File: src/rtl/mem_port_arbiter_pkg.sv
// mem_port_arbiter_pkg: shared FSM encoding, requester ids and sizing helpers for the memory port arbiter.
package mem_port_arbiter_pkg;
   localparam int ADDR_W_DEF = 12;
   localparam int DATA_W_DEF = 32;
   localparam logic REQ_I = 1'b0;
   localparam logic REQ_D = 1'b1;
   typedef enum logic [1:0] {IDLE, RD_ISSUE, RD_DRAIN, WR} state_t;
   function automatic int beat_w(input int line_words);
      return $clog2(line_words);
   endfunction
endpackage

File: src/rtl/mem_port_arbiter_if.sv
// mem_port_arbiter_if: requester handshakes, shared read return path and the single memory port.
interface mem_port_arbiter_if
   import mem_port_arbiter_pkg::*;
#(
   parameter int ADDR_W     = ADDR_W_DEF,
   parameter int DATA_W     = DATA_W_DEF,
   parameter int LINE_WORDS = 4
);
   localparam int BW = beat_w(LINE_WORDS);
   logic I_REQ, D_REQ, I_WE, D_WE;
   logic [ADDR_W-1:0] I_ADDR, D_ADDR;
   logic [DATA_W-1:0] I_WDATA, D_WDATA;
   logic [3:0] I_BE, D_BE;
   logic I_GNT, D_GNT, I_RVALID, D_RVALID, I_DONE, D_DONE;
   logic [DATA_W-1:0] RDATA;
   logic [BW-1:0] RBEAT;
   logic D_MEM_CSN, D_MEM_WEN;
   logic [3:0] D_MEM_BE;
   logic [ADDR_W-1:0] D_MEM_ADDR;
   logic [DATA_W-1:0] D_MEM_DOUT, D_MEM_DI;
   modport slave (
      input  I_REQ, D_REQ, I_WE, D_WE, I_ADDR, D_ADDR, I_WDATA, D_WDATA, I_BE, D_BE, D_MEM_DI,
      output I_GNT, D_GNT, I_RVALID, D_RVALID, I_DONE, D_DONE, RDATA, RBEAT,
             D_MEM_CSN, D_MEM_WEN, D_MEM_BE, D_MEM_ADDR, D_MEM_DOUT
   );
   modport master (
      output I_REQ, D_REQ, I_WE, D_WE, I_ADDR, D_ADDR, I_WDATA, D_WDATA, I_BE, D_BE, D_MEM_DI,
      input  I_GNT, D_GNT, I_RVALID, D_RVALID, I_DONE, D_DONE, RDATA, RBEAT,
             D_MEM_CSN, D_MEM_WEN, D_MEM_BE, D_MEM_ADDR, D_MEM_DOUT
   );
endinterface

File: src/rtl/mem_port_arbiter_pipe.sv
// mem_lat_pipe: LAT-deep valid/payload delay line tracking read addresses in flight; a wire when LAT=0.
module mem_lat_pipe #(
   parameter int LAT = 0,
   parameter int W   = 1
) (
   input  logic         CLK,
   input  logic         RSTn,
   input  logic         in_v,
   input  logic [W-1:0] in_d,
   output logic         out_v,
   output logic [W-1:0] out_d
);
   localparam int D = LAT > 0 ? LAT : 1;
   logic [D-1:0] v_q;
   logic [W-1:0] d_q [D];
   always_ff @(posedge CLK) begin
      if (!RSTn) begin
         v_q <= '0;
         for (int i = 0; i < D; i++) d_q[i] <= '0;
      end else begin
         v_q[0] <= in_v;
         d_q[0] <= in_d;
         for (int i = 1; i < D; i++) begin
            v_q[i] <= v_q[i-1];
            d_q[i] <= d_q[i-1];
         end
      end
   end
   assign out_v = LAT > 0 ? v_q[D-1] : in_v;
   assign out_d = LAT > 0 ? d_q[D-1] : in_d;
endmodule

File: src/rtl/mem_port_arbiter.sv
// mem_port_arbiter: round-robin I/D arbiter for one memory port; burst line refills and single-word stores.
// Define MEM_ARB_CRIT_WORD_FIRST_EN to start read bursts at the requested word and wrap.
module mem_port_arbiter
   import mem_port_arbiter_pkg::*;
#(
   parameter int ADDR_W     = ADDR_W_DEF,
   parameter int DATA_W     = DATA_W_DEF,
   parameter int LINE_WORDS = 4,
   parameter int MEM_LAT    = 0
) (
   input logic CLK,
   input logic RSTn,
   mem_port_arbiter_if.slave bus
);
   localparam int BW = beat_w(LINE_WORDS);
`ifdef MEM_ARB_CRIT_WORD_FIRST_EN
   localparam int START_MASK = 3;
`else
   localparam int START_MASK = 4 * LINE_WORDS - 1;
`endif
   state_t state, state_nx;
   logic idle_ok, i_gnt, d_gnt, accept, we_in, owner, last_gnt, beat_last, issue, fin;
   logic pv, plast, csn, wen;
   logic rv_i, rv_d, done_i, done_d;
   logic [BW-1:0] cnt, pbeat, rbeat_q;
   logic [BW:0] pipe_out;
   logic [ADDR_W-1:0] addr_in, start_addr, addr_q;
   logic [DATA_W-1:0] dout_q, rdata_q;
   logic [3:0] be_q, mem_be;
   assign idle_ok = RSTn && state == IDLE;
   assign i_gnt = idle_ok && bus.I_REQ && (!bus.D_REQ || last_gnt == REQ_D);
   assign d_gnt = idle_ok && bus.D_REQ && (!bus.I_REQ || last_gnt == REQ_I);
   assign accept = i_gnt || d_gnt;
   assign we_in = d_gnt ? bus.D_WE : bus.I_WE;
   assign addr_in = d_gnt ? bus.D_ADDR : bus.I_ADDR;
   assign start_addr = we_in ? addr_in & ~ADDR_W'(3) : addr_in & ~ADDR_W'(START_MASK);
   assign beat_last = cnt == BW'(LINE_WORDS - 1);
   assign issue = state == RD_ISSUE;
   assign fin = state == WR || (pv && plast);
   always_comb begin
      state_nx = state;
      csn = 1'b1;
      wen = 1'b1;
      mem_be = 4'h0;
      case (state)
         IDLE:     state_nx = accept ? (we_in ? WR : RD_ISSUE) : IDLE;
         RD_ISSUE: begin
            csn = 1'b0;
            state_nx = !beat_last ? RD_ISSUE : (MEM_LAT > 0 ? RD_DRAIN : IDLE);
         end
         RD_DRAIN: state_nx = pv && plast ? IDLE : RD_DRAIN;
         default: begin
            csn = 1'b0;
            wen = 1'b0;
            mem_be = be_q;
            state_nx = IDLE;
         end
      endcase
   end
   always_ff @(posedge CLK) begin
      if (!RSTn) begin
         state <= IDLE;
         last_gnt <= REQ_I;
         owner <= REQ_I;
         cnt <= '0;
         addr_q <= '0;
         dout_q <= '0;
         be_q <= '0;
         rdata_q <= '0;
         rbeat_q <= '0;
         rv_i <= 1'b0;
         rv_d <= 1'b0;
         done_i <= 1'b0;
         done_d <= 1'b0;
      end else begin
         state <= state_nx;
         if (accept) begin
            owner <= d_gnt;
            last_gnt <= d_gnt;
            cnt <= '0;
            addr_q <= start_addr;
            be_q <= d_gnt ? bus.D_BE : bus.I_BE;
            if (we_in) dout_q <= d_gnt ? bus.D_WDATA : bus.I_WDATA;
         end else if (issue && !beat_last) begin
            cnt <= cnt + 1'b1;
            addr_q[BW+1:2] <= addr_q[BW+1:2] + 1'b1;
         end
         if (pv) begin
            rdata_q <= bus.D_MEM_DI;
            rbeat_q <= pbeat;
         end
         rv_i <= pv && owner == REQ_I;
         rv_d <= pv && owner == REQ_D;
         done_i <= fin && owner == REQ_I;
         done_d <= fin && owner == REQ_D;
      end
   end
   // Payload carries the word index plus a last-beat flag so DONE lines up with the final RVALID.
   mem_lat_pipe #(.LAT(MEM_LAT), .W(BW + 1)) u_pipe (
      .CLK(CLK),
      .RSTn(RSTn),
      .in_v(issue),
      .in_d({beat_last, addr_q[BW+1:2]}),
      .out_v(pv),
      .out_d(pipe_out)
   );
   assign plast = pipe_out[BW];
   assign pbeat = pipe_out[BW-1:0];
   assign bus.I_GNT = i_gnt;
   assign bus.D_GNT = d_gnt;
   assign bus.I_RVALID = rv_i;
   assign bus.D_RVALID = rv_d;
   assign bus.I_DONE = done_i;
   assign bus.D_DONE = done_d;
   assign bus.RDATA = rdata_q;
   assign bus.RBEAT = rbeat_q;
   assign bus.D_MEM_CSN = csn;
   assign bus.D_MEM_WEN = wen;
   assign bus.D_MEM_BE = mem_be;
   assign bus.D_MEM_ADDR = addr_q;
   assign bus.D_MEM_DOUT = dout_q;
endmodule

File: src/flat_wrapper.sv
// flat-port wrapper written by rule: the top's interface ports become plain ports
module mem_port_arbiter_flat import mem_port_arbiter_pkg::*;
#(
   parameter int ADDR_W     = ADDR_W_DEF,
   parameter int DATA_W     = DATA_W_DEF,
   parameter int LINE_WORDS = 4,
   parameter int MEM_LAT    = 0
)
  (CLK, RSTn, bus_I_REQ, bus_D_REQ, bus_I_WE, bus_D_WE, bus_I_ADDR, bus_D_ADDR, bus_I_WDATA, bus_D_WDATA, bus_I_BE, bus_D_BE, bus_D_MEM_DI, bus_I_GNT, bus_D_GNT, bus_I_RVALID, bus_D_RVALID, bus_I_DONE, bus_D_DONE, bus_RDATA, bus_RBEAT, bus_D_MEM_CSN, bus_D_MEM_WEN, bus_D_MEM_BE, bus_D_MEM_ADDR, bus_D_MEM_DOUT);
  mem_port_arbiter_if #(.ADDR_W(ADDR_W), .DATA_W(DATA_W), .LINE_WORDS(LINE_WORDS)) bus_i ();
  input logic CLK;
  input logic RSTn;
  input wire logic [$bits(bus_i.I_REQ)-1:0] bus_I_REQ;
  input wire logic [$bits(bus_i.D_REQ)-1:0] bus_D_REQ;
  input wire logic [$bits(bus_i.I_WE)-1:0] bus_I_WE;
  input wire logic [$bits(bus_i.D_WE)-1:0] bus_D_WE;
  input wire logic [$bits(bus_i.I_ADDR)-1:0] bus_I_ADDR;
  input wire logic [$bits(bus_i.D_ADDR)-1:0] bus_D_ADDR;
  input wire logic [$bits(bus_i.I_WDATA)-1:0] bus_I_WDATA;
  input wire logic [$bits(bus_i.D_WDATA)-1:0] bus_D_WDATA;
  input wire logic [$bits(bus_i.I_BE)-1:0] bus_I_BE;
  input wire logic [$bits(bus_i.D_BE)-1:0] bus_D_BE;
  input wire logic [$bits(bus_i.D_MEM_DI)-1:0] bus_D_MEM_DI;
  output wire logic [$bits(bus_i.I_GNT)-1:0] bus_I_GNT;
  output wire logic [$bits(bus_i.D_GNT)-1:0] bus_D_GNT;
  output wire logic [$bits(bus_i.I_RVALID)-1:0] bus_I_RVALID;
  output wire logic [$bits(bus_i.D_RVALID)-1:0] bus_D_RVALID;
  output wire logic [$bits(bus_i.I_DONE)-1:0] bus_I_DONE;
  output wire logic [$bits(bus_i.D_DONE)-1:0] bus_D_DONE;
  output wire logic [$bits(bus_i.RDATA)-1:0] bus_RDATA;
  output wire logic [$bits(bus_i.RBEAT)-1:0] bus_RBEAT;
  output wire logic [$bits(bus_i.D_MEM_CSN)-1:0] bus_D_MEM_CSN;
  output wire logic [$bits(bus_i.D_MEM_WEN)-1:0] bus_D_MEM_WEN;
  output wire logic [$bits(bus_i.D_MEM_BE)-1:0] bus_D_MEM_BE;
  output wire logic [$bits(bus_i.D_MEM_ADDR)-1:0] bus_D_MEM_ADDR;
  output wire logic [$bits(bus_i.D_MEM_DOUT)-1:0] bus_D_MEM_DOUT;
  assign bus_i.I_REQ = bus_I_REQ;
  assign bus_i.D_REQ = bus_D_REQ;
  assign bus_i.I_WE = bus_I_WE;
  assign bus_i.D_WE = bus_D_WE;
  assign bus_i.I_ADDR = bus_I_ADDR;
  assign bus_i.D_ADDR = bus_D_ADDR;
  assign bus_i.I_WDATA = bus_I_WDATA;
  assign bus_i.D_WDATA = bus_D_WDATA;
  assign bus_i.I_BE = bus_I_BE;
  assign bus_i.D_BE = bus_D_BE;
  assign bus_i.D_MEM_DI = bus_D_MEM_DI;
  assign bus_I_GNT = bus_i.I_GNT;
  assign bus_D_GNT = bus_i.D_GNT;
  assign bus_I_RVALID = bus_i.I_RVALID;
  assign bus_D_RVALID = bus_i.D_RVALID;
  assign bus_I_DONE = bus_i.I_DONE;
  assign bus_D_DONE = bus_i.D_DONE;
  assign bus_RDATA = bus_i.RDATA;
  assign bus_RBEAT = bus_i.RBEAT;
  assign bus_D_MEM_CSN = bus_i.D_MEM_CSN;
  assign bus_D_MEM_WEN = bus_i.D_MEM_WEN;
  assign bus_D_MEM_BE = bus_i.D_MEM_BE;
  assign bus_D_MEM_ADDR = bus_i.D_MEM_ADDR;
  assign bus_D_MEM_DOUT = bus_i.D_MEM_DOUT;
  mem_port_arbiter #(.ADDR_W(ADDR_W), .DATA_W(DATA_W), .LINE_WORDS(LINE_WORDS), .MEM_LAT(MEM_LAT)) u_core (.CLK(CLK), .RSTn(RSTn), .bus(bus_i));
endmodule
File: config.mk
export PLATFORM = sky130hd
export DESIGN_NAME = mem_port_arbiter_flat
export DESIGN_NICKNAME = d
export VERILOG_FILES = /design/src/rtl/mem_port_arbiter_pkg.sv /design/src/rtl/mem_port_arbiter_if.sv /design/src/rtl/mem_port_arbiter_pipe.sv /design/src/rtl/mem_port_arbiter.sv /design/src/flat_wrapper.sv
export SDC_FILE = /design/constraint.sdc
export NUM_CORES = 1
export LEC_CHECK = 0
export ABC_AREA = 1
export BUFFER_PORTS_ARGS = -buffer_cell sky130_fd_sc_hd__buf_4
export CAP_MARGIN = 10
export CORE_ASPECT_RATIO = 0.6
export CORE_UTILIZATION = 46
export DETAILED_ROUTE_END_ITERATION = 12
export GPL_TIMING_DRIVEN = 1
export PLACE_DENSITY = 0.94
export SLEW_MARGIN = 5
export SYNTH_ARGS = -nofsm -noshare
export SYNTH_HDL_FRONTEND = slang
export SYNTH_HIERARCHICAL = 1
export SYNTH_SLANG_ARGS = --single-unit
File: constraint.sdc
create_clock -name CLK -period 3.3 [get_ports CLK]
set_input_delay 0.495 -clock CLK [delete_from_list [all_inputs] [get_ports CLK]]
set_output_delay 0.495 -clock CLK [all_outputs]
set_load 0.005 [all_outputs]
### Yosys cells after proc, flatten, opt, wreduce, memory -nomap -nowiden

Index checks and enable logic that the tools add are counted.
W data, S select, Z words.

* output and inout port bits: 90
* input port bits: 134
* bits in registers: 91
* word-level logic and storage cells: 60

* equal/unequal tests: 4
* muxes and demuxes: 15
* bitwise gates (word level): 2
* reductions and logical operators: 24
* add/sub/neg operators: 2

Operator list (number)
* $mux W32: 1
* $mux W12: 1
* $mux W4: 3
* $logic_and A1 B1 Y1: 11
* $mux W2: 5
* $eq A2 B2 Y1 const B: 3
* $pmux W2 S3: 1
* $add A2 B1 Y2 const B: 2
* $logic_or A1 B1 Y1: 4
* $mux W1: 4
* $reduce_or A2 Y1: 2
* $logic_not A1 Y1: 3
* $reduce_or A3 Y1: 1
* $eq A2 B1 Y1 const B: 1
* $logic_not A2 Y1: 1
* $not A1 Y1: 2
* $reduce_and A2 Y1: 1
* $reduce_bool A2 Y1: 1

### Depth between registers and ports, before layout

Gate-level depths: netlist of the first run.

* depth after elaboration: 8
* mapped depth: 11
* gate-level depth less buffers: 9

### Hierarchy

The synthesis of the first run kept the hierarchy.

Modules (own cells, without submodules)
* mem_port_arbiter: times used 1, area an instance 3957.5 um2, cells each 612
* mem_lat_pipe: times used 1, area an instance 30.0 um2, cells each 4

### Worst setup path after synthesis of the first run

OpenSTA, ideal clock, no wires.

* path type: input to output
* start point: in bus_I_REQ
* end point: out bus_D_GNT
* path buffers: 1
* required time: 2.805 ns
* setup slack: 1.739 ns
* stages on the path: 4
* data arrival time: 1.066 ns
* cells stage by stage: nand2_1 -> nand2_2 -> nor2_4 -> clkbuf_1

* word-level cells in the longest chain between the ends: 3

RTL lines
* start: declaration: line flat_wrapper.sv:13 `input wire logic [$bits(bus_i.I_REQ)-1:0] bus_I_REQ;`
* $logic_not A1 Y1: line mem_port_arbiter.sv:32 `assign d_gnt = idle_ok && bus.D_REQ && (!bus.I_REQ || last_gnt == REQ_I);`
* $logic_or A1 B1 Y1: line mem_port_arbiter.sv:32
* $logic_and A1 B1 Y1: line mem_port_arbiter.sv:32
* end: declaration: line flat_wrapper.sv:25 `output wire logic [$bits(bus_i.D_GNT)-1:0] bus_D_GNT;`

No other way between the ends.

### Worst setup path in the final report of the first run

* start point: reg u_core.last_gnt
* end point: reg u_core.dout_q[28], in the netlist u_core/bus.D_MEM_DOUT[28]

* word-level cells in the longest chain between the ends: 5

RTL lines
* start: declaration: line mem_port_arbiter.sv:22 `logic idle_ok, i_gnt, d_gnt, accept, we_in, owner, last_gnt, beat_last, issue, fin;`
* start signal: assignment: line mem_port_arbiter.sv:79 `last_gnt <= d_gnt;`
* $not A1 Y1: line mem_port_arbiter.sv:32
* $logic_or A1 B1 Y1: line mem_port_arbiter.sv:32
* $logic_and A1 B1 Y1: line mem_port_arbiter.sv:32
* $mux W1 or $logic_or A1 B1 Y1 (tied branches): line mem_port_arbiter.sv:34, mem_port_arbiter.sv:33
* $reduce_and A2 Y1 (no line)
* end signal: assignment: line mem_port_arbiter.sv:83 `if (we_in) dout_q <= d_gnt ? bus.D_WDATA : bus.I_WDATA;`
* end: declaration: line mem_port_arbiter.sv:28 `logic [DATA_W-1:0] dout_q, rdata_q;`

Parallel ways exist; a longest one is shown, timed or not.
A chain may end at the register's enable or synchronous reset.

==> flow_metrics.py, run 1 <==
metrics = {
    "run_status": {
        "status": "complete, no violations",
    },
    "global_route": {
        "grt_pass1_wl_mm": 18.7,
        "grt_max_degree": 85,
        "antenna_found_initial": 0,
        "overflow": 0,
        "grt_use_total_pct": 26.5,
        "grt_pass1_vias": 4065,
    },
    "detailed_routing": {
        "wl_met2_mm": 5.99,
        "drt-met1-wl_mm": 4.96,
        "drtIter0Drc": 327,
        "wirelength_mm": 12.2,
        "dr_wl_met3_mm": 1.07,
        "drc_errors": 0,
        "wl_per_cell_um": 13.2,
        "top_layer": "met4",
        "drtAntennaViolNets": 0,
        "vias": 4469,
        "via_per_inst": 4.83,
        "drt-pass1-iter-count": 5,
    },
    "clock_tree": {
        "ctsHoldBuffers": 0,
        "clkSlewWorstSetupHoldPaths_ns": 0.06,
        "post_cts_resized": 0,
        "clkSinkCount": 89,
        "cts_buffers": 9,
        "htree_levels": 3,
        "clockRootBuffer": "clkbuf_16",
        "post_cts_buffers": 0,
        "cts_max_path_buffers": 2,
        "clkLatencyLatePin_ns": 0.33,
        "tritoncts": "yes",
    },
    "sta": {
        "fmaxAchievable_ghz": 0.450,
        "finalCritPeriodShare_pct": 67.4,
        "setup_viol": 0,
        "hold_slack_ns": 0.389,
        "hold_viol": 0,
        "tightest_slew_ns": 0.791,
        "grt_setup_unrepaired": "no",
        "skew_ns": 0.00579,
        "period_minus_slack_ns": 2.22,
        "fin_tns_setup_ns": 0,
        "slew_violations": 0,
        "relSlewSlack_pct": 47.3,
    },
    "synth": {
        "synth_edf_count": 0,
        "synth_top_area_share_pct": 44.7,
        "postSynth.asyncResetShare_pct": 0,
        "synth_most_common_cell": "nand2_1",
        "synth_area_leader_cell": "dfxtp_1",
        "syn_area_per_cell_um2": 6.47,
        "yosys_register_bits": 89,
        "synth_common_cells": "nand2_1 (182), nor2_1 (155), dfxtp_1 (89)",
        "ys.flop_type": "dfxtp_1",
        "synth_seq_area_share_pct": 44.7,
        "yosys-top-cells-area": "dfxtp_1 (45%), nand2_1 (17%), nor2_1 (15%), o21ai_0 (6.1%), inv_1 (4.6%)",
        "yosysWarnings": 6,
        "synth_cell_types": 23,
        "synthCells": 616,
        "synth_area_mm2": 0.00399,
    },
    "setup_path": {
        "crit_type": "flip-flop to flip-flop",
        "critPathLaunchType": "flip-flop",
        "crit_path_end_kind": "flip-flop",
        "cp.required_ns": 3.52,
        "crit_arrival_ns": 2.45,
        "critical_path_peak_fanout": 35,
    },
    "pwr": {
        "power_mw": 3.08,
        "vdd_ir_drop_max_mv": 0.305,
        "power_density_mw_per_mm2": 522,
        "p_leak_nw": 3.25,
    },
    "cells_and_area": {
        "diodes": 0,
        "syn2layout_area_growth_pct": 48.3,
        "drive_gt1_share_pct": 30.5,
        "final.fill_count": 625,
        "final_nets": 947,
    },
    "floorplan": {
        "ioPinCount": 224,
        "core_area_mm2": 0.00813,
        "dieWidth_um": 122,
        "start_util_pct": 49.0,
        "die_y_um": 74.1,
        "die_area_mm2": 0.00906,
        "rows": 25,
    },
    "place": {
        "io_buffer_count": 217,
        "gp_congestion": 0.810,
        "hpwl_mm": 8.83,
    },
    "run": {
        "maxCapViolCount": 0,
    },
    "min_path": {
        "worst_hold_path_type": "input port to flip-flop",
    },
}
worst max-delay path, stage by stage, from the launching register on:
cell	delay, ns
dfxtp_1	0.41
nand2_1	0.09
nand2_2	0.13
inv_2	0.07
nand2_2	0.08
nand2_2	0.21
nand2_2	0.55
buf_4	0.35
nand2_1	0.11
nand2_1	0.07
nor2_1	0.05
layer usage:
metal	track usage, %	vias to the layer above
li1	-	2248
met2	47.5	222
met5	0	-
met1	30.8	1982
met3	7.98	17
met4	8.13	0
stage by stage:
step                utilization [%]  setup slack (ns)  cells  cell area, µm²
CTS                            72.7              1.09    925            5910
finish                         72.7              1.08    925            5910
global placement               68.8              1.04    909            5590
global route                   72.7             0.826    925            5910
detailed placement             68.8             0.950    909            5590
floorplan                         -              1.74    617            3990
sequential cells by signal (all words and copies together), names as in the netlist:
| register | count |
|---|---|
| u_core/be_q | 4 |
| u_core/bus.RDATA | 32 |
| u_core/bus.D_RVALID | 1 |
| u_core/bus.I_DONE | 1 |
| u_core/bus.D_MEM_ADDR | 10 |
| u_core/bus.RBEAT | 2 |
| u_core/state | 2 |
| u_core/bus.D_DONE | 1 |
| u_core/bus.D_MEM_DOUT | 32 |
| u_core/last_gnt | 1 |
| u_core/bus.I_RVALID | 1 |
| u_core/cnt | 2 |
where the power goes:
part           leakage [nW]  internal [mW]  total (mW)  switching, mW
combinational          2.36          0.355       0.724          0.370
clock                 0.159          0.683        1.08          0.399
sequential            0.731           1.20        1.28         0.0740
path summary, 6_finish.rpt:
check	slack, ns	cells after the start	start	endpoint
worst max-delay path	1.08	10	u_core/last_gnt$_SDFFE_PN0N_	u_core/bus.D_MEM_DOUT[28]$_SDFFE_PN0P_
worst min-delay path	0.39	3	bus_D_MEM_DI[5]	u_core/bus.RDATA[5]$_SDFFE_PN0P_
worst max register to register	1.08	10	u_core/last_gnt$_SDFFE_PN0N_	u_core/bus.D_MEM_DOUT[28]$_SDFFE_PN0P_
worst min register to register	0.48	2	u_core/be_q[3]$_SDFFE_PN0N_	u_core/be_q[3]$_SDFFE_PN0N_
kinds of logic (layout without fill, tap and decap cells):
kind of cell	count (synthesis)	count (layout)	synth area share (%)
simple gates	365	365	35.7
fa+ha+maj	1	1	0.314
compound gates	67	67	8.53
flops	89	89	44.7
other cells	1	2	0.0940
xor+xnor	1	1	0.220
buf+inv	92	292	10.4
area by class of cell:
class | instances | area [µm²] | area share [%]
tap | 108 | 135 | 2.28
inverter | 52 | 195 | 3.30
clock inverter | 5 | 78.8 | 1.33
multi-input combinational | 436 | 1800 | 30.4
sequential | 89 | 1780 | 30.1
clock buffer | 11 | 243 | 4.10
timing repair buffer | 224 | 1680 | 28.4
layout by cell type, fill, tap and decap left out, drive strengths merged:
cell type and count:
inv 51, nand4 2, conb 2, xor2 1, a21oi 4, bufinv 2
ha 1, o21bai 2, buf 224, clkinv 4, dfxtp 89, o21ai 61
nand2 186, nor3 2, nand3 18, clkbuf 11, nor2 157
(Power assumes the default switching activity.)
==> run 2, diff against run 1 <==
--- a/config.mk
+++ b/config.mk
@@ -5,14 +5,14 @@
 export SDC_FILE = /design/constraint.sdc
 export NUM_CORES = 1
 export LEC_CHECK = 0
-export ABC_AREA = 1
+export ABC_AREA = 0
 export BUFFER_PORTS_ARGS = -buffer_cell sky130_fd_sc_hd__buf_4
 export CAP_MARGIN = 10
 export CORE_ASPECT_RATIO = 0.6
-export CORE_UTILIZATION = 46
+export CORE_UTILIZATION = 39
 export DETAILED_ROUTE_END_ITERATION = 12
 export GPL_TIMING_DRIVEN = 1
-export PLACE_DENSITY = 0.94
+export PLACE_DENSITY = 0.87
 export SLEW_MARGIN = 5
 export SYNTH_ARGS = -nofsm -noshare
 export SYNTH_HDL_FRONTEND = slang
==> constraint.sdc (replaced) <==
create_clock -name CLK -period 1.9 [get_ports CLK]
set_input_delay 0.285 -clock CLK [delete_from_list [all_inputs] [get_ports CLK]]
set_output_delay 0.285 -clock CLK [all_outputs]
set_load 0.005 [all_outputs]
==> run 2 against run 1 <==
Compared with the run above: synthesized cell count shrank 39%; non-clock buffer count grew 4; sequential power grew 67%; first-iteration DRC count shrank 61%; register-to-register slack lost 0.81 ns; critical path type is now flip-flop to primary output; clock-buffer cell count shrank 1; die area grew 13%; hold slack lost 0.18 ns; clock skew grew 0.0025 ns; combinational power grew 48%; power grew 67%; critical endpoint is now bus_D_GNT; setup slack lost 0.94 ns.
==> flow_metrics.py, run 2 <==
metrics = {
    "detailed_routing": {
        "drtIter0Drc": 128,
        "wirelength_mm": 10.5,
        "vias": 3491,
        "wl_per_cell_um": 14.8,
        "drc_errors": 0,
        "drt-pass1-iter-count": 5,
        "drtAntennaViolNets": 0,
        "via_per_inst": 4.91,
    },
    "min_path": {
        "hold_depth": 3,
        "worstHoldStart": "bus_D_MEM_DI[20]",
        "worst_hold_path_type": "input port to flip-flop",
        "worstHoldEndpoint": "u_core/bus.RDATA[20]$_SDFFE_PN0P_",
    },
    "clock_tree": {
        "cts_max_path_buffers": 2,
        "clkSinkCount": 89,
        "clockRootBuffer": "clkbuf_16",
        "cts_buffers": 9,
        "ctsHoldBuffers": 0,
        "clkLatencyLatePin_ns": 0.33,
        "clkSlewWorstSetupHoldPaths_ns": 0.07,
        "htree_levels": 3,
        "tritoncts": "yes",
    },
    "synth": {
        "synth-xor-area-share_pct": 0.688,
        "synth-compound-area-share_pct": 13.9,
        "synthCells": 373,
        "yosysWarnings": 6,
        "ys.flop_type": "dfxtp_1",
        "synth_mux_area_share_pct": 21.3,
        "synth_seq_area_share_pct": 46.6,
        "synth_fa_ha_area_share_pct": 0.328,
        "synth_edf_count": 0,
        "postSynth.asyncResetShare_pct": 0,
        "synth_area_leader_cell": "dfxtp_1",
        "synth_most_common_cell": "dfxtp_1",
        "syn_area_per_cell_um2": 10.2,
        "yosys_register_bits": 89,
        "synth_area_mm2": 0.00382,
        "yosys.area_share.simple_pct": 11.0,
        "synth_cell_types": 30,
        "yosys-top-cells-area": "dfxtp_1 (47%), mux2i_1 (21%), o211ai_1 (6.3%), o21ai_1 (5.8%), nor2b_1 (5.6%)",
        "synth_top_area_share_pct": 46.6,
        "synth_common_cells": "dfxtp_1 (89), mux2i_1 (80), o21ai_1 (44)",
        "synth_top_family_by_area": "multiplexers",
    },
    "place": {
        "dpl-instance-area_mm2": 0.00552,
        "gp_congestion": 0.733,
        "io_buffer_count": 217,
        "hpwl_mm": 7.80,
        "dp_cells": 694,
    },
    "sta": {
        "hold_viol": 0,
        "period_minus_slack_ns": 1.76,
        "setup_viol": 0,
        "finalCritPeriodShare_pct": 92.9,
        "slew_violations": 0,
        "fmaxAchievable_ghz": 0.567,
        "skew_ns": 0.00831,
        "tightest_slew_ns": 0.786,
        "fin_tns_setup_ns": 0,
        "grt_setup_unrepaired": "no",
        "relSlewSlack_pct": 47.6,
    },
    "cells_and_area": {
        "final.fill_count": 773,
        "final_common_cell": "buf_4",
        "syn2layout_area_growth_pct": 53.6,
        "final_cell_area_mm2": 0.00587,
        "most-common-layout-cells": "buf_4 (226), dfxtp_1 (89), mux2i_1 (80), o21ai_1 (44), nor2b_1 (34)",
        "diodes": 0,
        "final_nets": 711,
        "final-instance-count-excl-fill": 711,
        "fin_util_pct": 62.9,
        "drive_gt1_share_pct": 43.2,
    },
    "setup_path": {
        "reg2reg_depth": 5,
        "critical_path_peak_fanout": 8,
        "r2r_start": "u_core/state[0]$_SDFF_PN0_",
        "crit_type": "flip-flop to primary output",
        "cp.required_ns": 1.62,
        "critPathLaunchType": "flip-flop",
        "crit_arrival_ns": 1.48,
        "setup.worst_path.start": "u_core/state[0]$_SDFF_PN0_",
        "regToRegSetupSlack_ns": 0.27,
        "crit_path_end_kind": "primary output",
        "reg2reg_to": "u_core/bus.D_MEM_DOUT[15]$_SDFFE_PN0P_",
    },
    "pwr": {
        "vdd_ir_drop_max_mv": 0.515,
        "power_density_mw_per_mm2": 876,
        "power_mw": 5.14,
        "p_leak_nw": 2.83,
    },
    "floorplan": {
        "rows": 27,
        "die_y_um": 78.7,
        "core_area_mm2": 0.00932,
        "ioPinCount": 224,
        "start_util_pct": 41.0,
        "dieWidth_um": 130,
        "die_area_mm2": 0.0102,
    },
    "global_route": {
        "antenna_found_initial": 0,
        "grt_pass1_vias": 3315,
        "grt_use_total_pct": 20.3,
        "grt_pass1_wl_mm": 16.0,
        "grt_max_degree": 84,
        "overflow": 0,
    },
    "run": {
        "maxCapViolCount": 0,
    },
    "run_status": {
        "status": "complete, no violations",
    },
}
-- run 2: cell types whose count changed after synthesis, sizes merged, moves of 6 or more --
cell	delta
o21ai	-13
mux2i	+81
o211ai	+32
inv	-48
and3	+6
nor2b	+34
nand2	-178
nand3	-6
nor2	-152
-- run 2: what timing repair did --
item / 4_1_cts / 5_1_grt
gates resized for setup: 0 / 1
endpoints found under the setup margin: 1 / 1
setup buffers: 1 / 0
pin swaps: 1 / 0
-- run 2: how the worst max path moves through the flow --
| stage | slack, ns | end | cells after the start |
|---|---|---|---|
| detailed placement | 0.17 | u_core/bus.D_MEM_DOUT[15]$_SDFFE_PN0P_ | 6 |
| global placement | 0.22 | u_core/bus.D_MEM_ADDR[2]$_SDFFE_PN0P_ | 5 |
| CTS | 0.06 | bus_D_GNT | 5 |
| floorplan | 0.35 | u_core/bus.RBEAT[0]$_SDFFE_PN0P_ | 7 |
| finish | 0.14 | bus_D_GNT | 5 |
| global route | 0.04 | bus_D_GNT | 5 |
-- run 2: kinds of logic after synthesis --
family                   after synthesis
AO/OA/AOI/OAI                         87
multiplexers                          81
buffers and inverters                 40
AND/OR/NAND/NOR                       71
flip-flops                            89
adder cells (fa/ha/maj)                1
XOR/XNOR                               3
other                                  1
-- run 2: layout make-up --
| cell class | count | area [µm²] | share of cell area [%] |
|---|---|---|---|
| Clock inverter | 6 | 97.6 | 1.66 |
| Inverter | 3 | 11.3 | 0.192 |
| Timing Repair Buffer | 228 | 1740 | 29.6 |
| Multi-Input combinational cell | 245 | 1850 | 31.5 |
| Tap cell | 130 | 163 | 2.77 |
| Sequential cell | 89 | 1780 | 30.4 |
| Clock buffer | 10 | 229 | 3.90 |
-- run 2: critical path, cell delays in order, from the launching register on --
cell,delay (ns)
dfxtp_1,0.39
nor3b_4,0.25
nand2_2,0.15
buf_4,0.20
inv_1,0.06
buf_4,0.10
-- run 2: per-layer routing --
| metal | part of all wire [%] | vias up | track usage, % |
|---|---|---|---|
| li1 | - | 1730 | - |
| met1 | 42 | 1627 | 23.9 |
| met2 | 49 | 126 | 35.1 |
| met3 | 7.9 | 8 | 6.82 |
| met4 | 0.76 | 0 | 5.47 |
| met5 | 0 | - | 0 |
-- run 2: per-stage QoR --
stage	hold slack (ns)	setup slack, ns
finish	0.208	0.136
CTS	0.197	0.0596
floorplan	0.435	0.353
global placement	0.449	0.224
detailed placement	0.452	0.172
global route	0.200	0.0391
-- run 2: power by group --
group          switching [mW]  total, mW  internal (mW)
clock network           0.748       1.92           1.17
registers               0.103       2.14           2.04
logic                   0.458       1.07          0.615
total                    1.31       5.14           3.83
